--- src/rtl/clock_divider_controller_if.sv ---
// ----------------------------------------------------------------------------
// clock_divider_controller_if
//   Rate-request handshake bundle for the LED-blink clock divider.
//
//   cfg_valid   requester -> divider   rate request valid
//   cfg_rate    requester -> divider   requested half-period in clk_in cycles
//   cfg_ready   divider -> requester   divider can accept a request
//   cfg_err     divider -> requester   one-cycle pulse, zero rate rejected
//
//   master : the requester side (testbench / register block)
//   slave  : the divider side
// ----------------------------------------------------------------------------
interface clock_divider_controller_if #(
    parameter int RATE_W = 8
);
    logic              cfg_valid;
    logic [RATE_W-1:0] cfg_rate;
    logic              cfg_ready;
    logic              cfg_err;

    modport master (
        output cfg_valid,
        output cfg_rate,
        input  cfg_ready,
        input  cfg_err
    );

    modport slave (
        input  cfg_valid,
        input  cfg_rate,
        output cfg_ready,
        output cfg_err
    );
endinterface

--- src/rtl/clock_divider_controller.sv ---
// ----------------------------------------------------------------------------
// clock_divider_controller
//   Runtime-configurable clock divider for the LED-blink path. clk_out has a
//   half-period of cur_rate clk_in cycles. New rates arrive over a valid/ready
//   handshake and are only put in force on a clk_out high->low toggle, so
//   every low+high pair is symmetric. Start/stop under en is glitch-free:
//   clk_out is always a flop output and is forced low while stopped.
//
//   Ports
//   clk_in     in   system clock
//   rst        in   asynchronous reset, active-high
//   en         in   1 = run divider, 0 = stop (clk_out held 0)
//   cfg        if   rate-request handshake (slave modport)
//   clk_out    out  divided clock (registered)
//   edge_tick  out  one-cycle pulse registered with each clk_out toggle
//   cur_rate   out  rate currently in force (never 0)
//
//   state   | meaning
//   --------+-------------------------------------------------------------
//   STOPPED | divider idle, clk_out low; accepted rates take effect at once
//   RUN     | dividing at cur_rate, no rate waiting
//   PEND    | dividing at cur_rate, pend_rate waits for next falling toggle
// ----------------------------------------------------------------------------
module clock_divider_controller #(
    parameter int RATE_W       = 8,
    parameter int DEFAULT_RATE = 3
) (
    input  logic                        clk_in,
    input  logic                        rst,
    input  logic                        en,
    clock_divider_controller_if.slave   cfg,
    output logic                        clk_out,
    output logic                        edge_tick,
    output logic [RATE_W-1:0]           cur_rate
);

    typedef enum logic [1:0] {
        ST_STOPPED = 2'd0,
        ST_RUN     = 2'd1,
        ST_PEND    = 2'd2
    } state_t;

    localparam logic [RATE_W-1:0] RATE_RST = RATE_W'(DEFAULT_RATE);
    localparam logic [RATE_W-1:0] RATE_ONE = RATE_W'(1);

    state_t            state;
    state_t            state_nxt;
    logic [RATE_W-1:0] cnt;
    logic [RATE_W-1:0] cnt_nxt;
    logic [RATE_W-1:0] pend_rate;
    logic [RATE_W-1:0] pend_nxt;
    logic [RATE_W-1:0] cur_nxt;
    logic              clk_nxt;
    logic              tick_nxt;
    logic              err_nxt;
    logic              cfg_err_q;

    logic              accept;
    logic              accept_ok;
    logic              terminal;

    // Only one request can be outstanding; the slot is full exactly in PEND.
    assign cfg.cfg_ready = (state != ST_PEND);
    assign cfg.cfg_err   = cfg_err_q;

    assign accept    = cfg.cfg_valid & cfg.cfg_ready;
    assign accept_ok = accept & (cfg.cfg_rate != '0);
    // cur_rate >= 1 always, so the subtraction cannot underflow.
    assign terminal  = (cnt == (cur_rate - RATE_ONE));

    always_ff @(posedge clk_in or posedge rst) begin
        if (rst) begin
            state     <= ST_STOPPED;
            cnt       <= '0;
            clk_out   <= 1'b0;
            edge_tick <= 1'b0;
            cfg_err_q <= 1'b0;
            cur_rate  <= RATE_RST;
            pend_rate <= '0;
        end else begin
            state     <= state_nxt;
            cnt       <= cnt_nxt;
            clk_out   <= clk_nxt;
            edge_tick <= tick_nxt;
            cfg_err_q <= err_nxt;
            cur_rate  <= cur_nxt;
            pend_rate <= pend_nxt;
        end
    end

    always_comb begin
        state_nxt = state;
        cnt_nxt   = cnt;
        clk_nxt   = clk_out;
        tick_nxt  = 1'b0;
        err_nxt   = accept & (cfg.cfg_rate == '0);
        cur_nxt   = cur_rate;
        pend_nxt  = pend_rate;

        case (state)
            ST_STOPPED: begin
                if (accept_ok) begin
                    cur_nxt = cfg.cfg_rate;
                end
                if (en) begin
                    state_nxt = ST_RUN;
                    cnt_nxt   = '0;
                end
            end

            ST_RUN, ST_PEND: begin
                if (!en) begin
                    // Stopping wins over toggle and commit; whatever rate is
                    // waiting becomes the rate for the next start.
                    state_nxt = ST_STOPPED;
                    cnt_nxt   = '0;
                    clk_nxt   = 1'b0;
                    if (state == ST_PEND) begin
                        cur_nxt = pend_rate;
                    end else if (accept_ok) begin
                        cur_nxt = cfg.cfg_rate;
                    end
                end else begin
                    if (terminal) begin
                        cnt_nxt  = '0;
                        clk_nxt  = ~clk_out;
                        tick_nxt = 1'b1;
                        // Commit only on the falling toggle so the new rate
                        // governs the low phase that starts here.
                        if ((state == ST_PEND) && clk_out) begin
                            cur_nxt   = pend_rate;
                            state_nxt = ST_RUN;
                        end
                    end else begin
                        cnt_nxt = cnt + RATE_ONE;
                    end
                    // accept_ok is only possible in RUN (ready low in PEND),
                    // so a request taken on a falling toggle waits for the
                    // next falling toggle.
                    if (accept_ok) begin
                        pend_nxt  = cfg.cfg_rate;
                        state_nxt = ST_PEND;
                    end
                end
            end

            default: begin
                state_nxt = ST_STOPPED;
                cnt_nxt   = '0;
                clk_nxt   = 1'b0;
            end
        endcase
    end

    a_rate_nonzero : assert property (@(posedge clk_in) disable iff (rst) cur_rate != '0);

endmodule
--- src/flat_wrapper.sv ---
// flat-port wrapper written by rule: the top's interface ports become plain ports
module clock_divider_controller_flat 
#(
    parameter int RATE_W       = 8,
    parameter int DEFAULT_RATE = 3
)
  (clk_in, rst, en, clk_out, edge_tick, cur_rate, cfg_cfg_valid, cfg_cfg_rate, cfg_cfg_ready, cfg_cfg_err);
  clock_divider_controller_if #(.RATE_W(RATE_W)) cfg_i ();
  input  logic clk_in;
  input  logic rst;
  input  logic en;
  output logic clk_out;
  output logic edge_tick;
  output logic [RATE_W-1:0] cur_rate;
  input wire logic [$bits(cfg_i.cfg_valid)-1:0] cfg_cfg_valid;
  input wire logic [$bits(cfg_i.cfg_rate)-1:0] cfg_cfg_rate;
  output wire logic [$bits(cfg_i.cfg_ready)-1:0] cfg_cfg_ready;
  output wire logic [$bits(cfg_i.cfg_err)-1:0] cfg_cfg_err;
  assign cfg_i.cfg_valid = cfg_cfg_valid;
  assign cfg_i.cfg_rate = cfg_cfg_rate;
  assign cfg_cfg_ready = cfg_i.cfg_ready;
  assign cfg_cfg_err = cfg_i.cfg_err;
  clock_divider_controller #(.RATE_W(RATE_W), .DEFAULT_RATE(DEFAULT_RATE)) u_core (.clk_in(clk_in), .rst(rst), .en(en), .cfg(cfg_i), .clk_out(clk_out), .edge_tick(edge_tick), .cur_rate(cur_rate));
endmodule
--- config.mk ---
export PLATFORM = sky130hd
export DESIGN_NAME = clock_divider_controller_flat
export DESIGN_NICKNAME = d
export VERILOG_FILES = /design/src/rtl/clock_divider_controller_if.sv /design/src/rtl/clock_divider_controller.sv /design/src/flat_wrapper.sv
export SDC_FILE = /design/constraint.sdc
export NUM_CORES = 1
export LEC_CHECK = 0
export CELL_PAD_IN_SITES_DETAIL_PLACEMENT = 2
export CELL_PAD_IN_SITES_GLOBAL_PLACEMENT = 2
export CORE_MARGIN = 1
export CORE_UTILIZATION = 34
export DETAILED_ROUTE_END_ITERATION = 10
export MAX_ROUTING_LAYER = met4
export PLACE_DENSITY = 0.77
export SKIP_CTS_REPAIR_TIMING = 1
export SLEW_MARGIN = 30
export SYNTH_ARGS = -nofsm -noshare
export SYNTH_HDL_FRONTEND = slang
export SYNTH_SLANG_ARGS = --single-unit
--- constraint.sdc ---
create_clock -name clk_in -period 2.82 [get_ports clk_in]
set_input_delay 0.564 -clock clk_in [delete_from_list [all_inputs] [get_ports clk_in]]
set_output_delay 0.564 -clock clk_in [all_outputs]
set_load 0.05 [all_outputs]
; After elaboration in Yosys (flattened, before gate mapping)
; Index checks and enable logic that the tools add are counted.
[totals]
latchBits = 0
in_bits = 12
regBits = 29
memories = 0
mem_bits_ro = 0
output_inout_bits = 12
elab_cells = 55
mem_bits_rw = 0
[classes]
n_div = 0
reduce_logical = 10
shifts = 0
add_sub_neg = 2
n_lt_le_gt_ge = 0
n_mux = 22
bitwise = 5
multipliers = 0
n_eq_ne = 9
[op_table]
columns = operator, count
row1 = $mux 8, 8
row2 = $pmux 8 s2, 2
row3 = $mux 2, 5
row4 = $reduce_and 3->1, 3
row5 = $add 8x1->8 const B, 1
row6 = $eq 8x8->1, 1
row7 = $logic_not 8->1, 1
row8 = $ne 4x2->1 const B, 2
row9 = $reduce_bool 8->1, 1
row10 = $sub 8x1->8 const B, 1
row11 = $ne 3x2->1 const B, 2
row12 = $mux 1, 5
row13 = $ne 2x2->1 const B, 2
row14 = $pmux 2 s2, 1
row15 = $and 1x1->1, 3
row16 = $eq 2x1->1 const B, 1
row17 = $eq 2x2->1 const B, 1
row18 = $logic_not 2->1, 1
row19 = $not 1->1, 2
row20 = $pmux 1 s2, 1
row21 = $reduce_and 2->1, 1
row22 = $reduce_bool 2->1, 1
row23 = $reduce_or 2->1, 1
row24 = $logic_and 1x1->1, 1

; Depth between registers and ports, before layout
[depth]
ltp_word = 7
depth_mapped = 10
mapped_depth_nobuf = 8

; Worst setup path after synthesis
; Ideal clock, no wire load.
[synth_timing]
kind = flip-flop to flip-flop
startpoint = register u_core.cur_rate[0]
endpoint = register u_core.clk_out
setup_time_ps = 83
arrival_time_ps = 2596
path_stages_with_launch = 10
slack_ps = 141
required_time_ps = 2737
n_path_buf = 1
period_less_slack_ps = 2679
cell_sequence = dfstp_2 -> inv_1 -> ha_1 -> xnor2_1 -> xnor2_1 -> or4_1 -> a211o_1 -> buf_6 -> or4_1 -> o21ai_0
[synth_between]
elab_chain_len = 4
[synth_rtl]
columns = element, line_no
row1 = start: declaration, clock_divider_controller.sv:34  ; output logic [RATE_W-1:0] cur_rate
row2 = start signal: assignment, clock_divider_controller.sv:86  ; cur_rate <= cur_nxt;
row3 = $sub 8x1->8, clock_divider_controller.sv:69  ; assign terminal = (cnt == (cur_rate - RATE_ONE));
row4 = $eq 8x8->1, clock_divider_controller.sv:69
row5 = $ne 3x2->1 (no line), -
row6 = $reduce_and 2->1 (no line), -
row7 = end signal: assignment, clock_divider_controller.sv:83  ; clk_out <= clk_nxt;
row8 = end: declaration, clock_divider_controller.sv:32  ; output logic clk_out,
; Every way passes these cells.
; A chain may end at the register's enable or synchronous reset.

; Final worst setup path
[layout_timing]
startpoint = register u_core.cur_rate[0]
endpoint = register u_core.cur_rate[6]
[layout_between]
elab_chain_len = 4
[layout_rtl]
columns = element, line_no
row1 = $sub 8x1->8, clock_divider_controller.sv:69
row2 = $eq 8x8->1, clock_divider_controller.sv:69
row3 = $ne 3x2->1 (no line), -
row4 = $reduce_and 3->1 (no line), -
; Every way passes these cells.

==> flow_summary.json <==
{
  "gp_routability_congestion": 0.813,
  "synthesis.instances": 180,
  "final_cell_mix": "sky130_fd_sc_hd__nand2_1, sky130_fd_sc_hd__dfrtp_1, sky130_fd_sc_hd__clkdlybuf4s50_1",
  "required_ns": 3.00,
  "fraction_of_layout_cells_with_a_size_suffix_above_1_pct": 15.8,
  "total_leakage_power_uw": 0.000870,
  "synthDominantCellAreaShare_pct": 39.1,
  "seq_area_um2": 728,
  "finalSetupViolations": 0,
  "top_area_cells_in_the_synthesized_netlist": "sky130_fd_sc_hd__dfrtp_1, sky130_fd_sc_hd__nand2_1, sky130_fd_sc_hd__a32o_1",
  "yosysWarningCount": 0,
  "worstReg2RegEnd": "u_core.cur_rate[6]$_DFFE_PP0P_",
  "vias_per_cell": 5.45,
  "die_h_um": 73.3,
  "final_ant_viol_nets": 0,
  "nFillCells": 542,
  "grt_pass1_wl_um": 8450,
  "synth_nets": 197,
  "remaining_drc_errors": 0,
  "first_pass_iters": 4,
  "worstSetupPathDepth": 8,
  "setup_repair_after_global_routing_missed_its_margin": "yes",
  "cpMaxStageDelayCell": "sky130_fd_sc_hd__dfstp_2",
  "vias": 1504,
  "antenna_cells_inserted": 0,
  "die_width_um": 73.3,
  "worst_r2r_path_depth": 8,
  "worst_ir_drop_vdd_v": 0.000541,
  "grt_pass1_vias": 1633,
  "timing.slew.headroom_pct": 51.0,
  "min_period_over_period_pct": 96.3,
  "reg2reg_slack_ns": 0.10,
  "critical_path.endpoint": "u_core.cur_rate[6]$_DFFE_PP0P_",
  "cts_tree": "built",
  "mostFrequentLayoutCell": "sky130_fd_sc_hd__nand2_1",
  "timing.setup.critical_path_class": "flop to flop",
  "clk_pin_slew_worst_paths_ns": 0.07,
  "synth_area_um2": 1730,
  "boundaryPins": 24,
  "crit_chain": "inv_1 > ha_1 > xnor2_1 > xnor2_1 > or4_1 > a2111oi_2 > o21ai_2 > a32o_1",
  "coreArea_um2": 4820,
  "port_buffers": 23,
  "avgSynthCellArea_um2": 9.59,
  "multi_input_combinational_cell_area_um2": 930,
  "cts_sinks": 29,
  "critical_path_arrival_ns": 2.89,
  "timing.final.hold_violations": 0,
  "syn_to_final_growth_pct": 23.3,
  "crit_start": "u_core.cur_rate[0]$_DFFE_PP1P_",
  "fin_tns_setup_ns": 0,
  "globalRouteTotalUtil_pct": 21.9,
  "ys_seq_elements": 29,
  "synth_area_leader_cell": "sky130_fd_sc_hd__dfrtp_1",
  "cts-buffers-inserted": 5,
  "netSwitchingPower_uw": 1130,
  "worst_setup_path_end_kind": "flop",
  "fin_crit_ns": 2.72,
  "global_route.overflow_total": 0,
  "routed_wire_length_per_instance_um": 18.7,
  "timing.hold.worst_path_depth": 1,
  "combinationalPowerShare_pct": 56.1,
  "worstHoldPathType": "flop to flop",
  "detailedPlacementHpwl_um": 3890,
  "dp.cells": 268,
  "timing.clock.skew_ns": 0.0104,
  "p_int_uw": 1280,
  "power-per-cell-area_nw_per_um2": 1130,
  "netSwitchingFraction_pct": 46.9,
  "critical_path_fanout_max": 8,
  "seq_power_share_pct": 29.8,
  "max_cap_viol_count": 0,
  "pwr-share-clk_pct": 14.1,
  "clock_insertion_delay_worst_skew_ns": 0.28,
  "initialDrtViolationCount": 50,
  "design.die.area_um2": 5370,
  "critical_path.max_stage_delay_ns": 0.59,
  "post_layout_nonfiller_instances": 276,
  "post_synth_num_cell_types": 42,
  "final-max-slew-violation-count": 0,
  "wirelength_um": 5150,
  "initial_util_pct": 35.8,
  "largest_net_degree_at_the_start_of_global_routing": 30,
  "regToRegStartpoint": "u_core.cur_rate[0]$_DFFE_PP1P_",
  "clock_tree.root_cell": "sky130_fd_sc_hd__clkbuf_8",
  "placementRows": 25,
  "layout.nets": 225,
  "worstSetupStartpointType": "flop",
  "ctsLongestPathBuffers": 2,
  "fmax_mhz": 368,
  "family_with_the_most_delay_on_the_worst_path": "compound AO/OA/AOI/OAI gates",
  "antenna_violations_before_repair": 0,
  "critical_path.n_buffers_inverters": 1,
  "synth.yosys.seq_area_share_pct": 42.2,
  "totalPowerFinal_uw": 2410,
  "htree_num_levels": 2,
  "timing.critical_path.mode_cell": "sky130_fd_sc_hd__xnor2_1",
  "tightest_slew_ns": 0.735,
  "run_status": "completed"
}
[per-stage QoR]
step / cell area, um^2 / setup slack [ns] / hold slack [ns] / utilization, %
after CTS: 2130 / 0.0784 / 0.512 / 44.2
after floorplan: 1730 / 0.141 / 0.466 / -
after global routing: 2130 / -0.0233 / 0.526 / 44.2
after detailed placement: 2040 / 0.113 / 0.495 / 42.4
after global placement: 2040 / 0.234 / 0.474 / 42.4
final: 2130 / 0.103 / 0.504 / 44.2
[flip-flops by register name, indices dropped and copies added, names as in the netlist]
signal,cells
u_core.cfg.cfg_err,1
u_core.cnt,8
u_core.cur_rate,8
u_core.clk_out,1
u_core.state,2
u_core.pend_rate,8
u_core.edge_tick,1
[worst register-to-register path: cells and delay by family, from the launching register on]
family                     cells  cell delay, ns
AOI/OAI and AO/OA              3            0.93
DFF                            1            0.59
and+or+nand+nor                1            0.53
xor gates and xnor gates       2            0.29
adders and majority gates      1            0.22
buffers and inverters          1            0.06
[final cells by class]
cell class                      instances  share of cell area, %
Tap cell                               67                   3.94
Sequential cell                        29                   34.2
Timing Repair Buffer                   28                   12.6
Clock inverter                          3                  0.823
Clock buffer                            5                   3.23
Inverter                                9                   1.59
Multi-Input combinational cell        135                   43.7
[synth_stat cells]
cell	number
sky130_fd_sc_hd__nand2_1	29
sky130_fd_sc_hd__dfrtp_1	27
sky130_fd_sc_hd__nand3_1	15
sky130_fd_sc_hd__a32o_1	10
sky130_fd_sc_hd__inv_1	9
sky130_fd_sc_hd__xnor2_1	8
sky130_fd_sc_hd__mux2_2	7
sky130_fd_sc_hd__a21oi_1	6
sky130_fd_sc_hd__ha_1	5
sky130_fd_sc_hd__nor3_1	5
sky130_fd_sc_hd__o21ai_0	5
sky130_fd_sc_hd__clkbuf_1	4
sky130_fd_sc_hd__xor2_1	4
sky130_fd_sc_hd__and3_1	3
sky130_fd_sc_hd__nand2b_1	3
sky130_fd_sc_hd__nor2_1	3
sky130_fd_sc_hd__nor2b_1	3
sky130_fd_sc_hd__a2111oi_2	2
sky130_fd_sc_hd__a31oi_1	2
sky130_fd_sc_hd__buf_2	2
sky130_fd_sc_hd__dfstp_2	2
sky130_fd_sc_hd__mux2i_1	2
sky130_fd_sc_hd__nor4_1	2
sky130_fd_sc_hd__o2bb2ai_1	2
sky130_fd_sc_hd__or3b_2	2
sky130_fd_sc_hd__or4_1	2
sky130_fd_sc_hd__a211o_1	1
sky130_fd_sc_hd__a211oi_2	1
sky130_fd_sc_hd__and2_1	1
sky130_fd_sc_hd__buf_6	1
sky130_fd_sc_hd__nand2_2	1
sky130_fd_sc_hd__nand3b_1	1
sky130_fd_sc_hd__nor3b_1	1
sky130_fd_sc_hd__nor4b_2	1
sky130_fd_sc_hd__o211ai_1	1
sky130_fd_sc_hd__o21a_1	1
sky130_fd_sc_hd__o21ai_1	1
sky130_fd_sc_hd__o21ai_2	1
sky130_fd_sc_hd__o22a_1	1
sky130_fd_sc_hd__o22ai_1	1
sky130_fd_sc_hd__or2_2	1
sky130_fd_sc_hd__or4_4	1
[kinds of logic after synthesis]
group | Yosys count | share of synthesized area, %
AOI/OAI and AO/OA | 35 | 16.2
xor gates and xnor gates | 12 | 6.09
adders and majority gates | 5 | 3.62
buffers and inverters | 16 | 4.06
DFF | 29 | 42.2
muxes | 9 | 5.72
and+or+nand+nor | 74 | 22.1
[per-layer routing]
metal	wire, um	vias up	track usage [%]	share of wire, %
li1	-	704	-	-
met1	2390	772	28.0	46
met2	2560	22	35.8	50
met3	141	6	3.70	2.7
met4	57	0	5.88	1.1
met5	0	-	-	0
[power by group through the flow]
stage	Sequential, uW	Combinational (uW)	Clock [uW]
floorplan	841	802	0
global placement	709	1270	0
detailed placement	728	1360	0
CTS	722	1360	356
global route	742	1460	367
finish	720	1350	339
[worst min-delay path by stage]
stage                                    start                               to
2_1_floorplan  u_core.pend_rate[7]$_DFFE_PP0P_  u_core.pend_rate[7]$_DFFE_PP0P_
3_3_place_gp   u_core.pend_rate[7]$_DFFE_PP0P_  u_core.pend_rate[7]$_DFFE_PP0P_
3_5_place_dp   u_core.pend_rate[7]$_DFFE_PP0P_  u_core.pend_rate[7]$_DFFE_PP0P_
4_1_cts        u_core.pend_rate[7]$_DFFE_PP0P_  u_core.pend_rate[7]$_DFFE_PP0P_
5_1_grt        u_core.pend_rate[3]$_DFFE_PP0P_  u_core.pend_rate[3]$_DFFE_PP0P_
6_report       u_core.pend_rate[7]$_DFFE_PP0P_  u_core.pend_rate[7]$_DFFE_PP0P_
(Power assumes the default switching activity.)
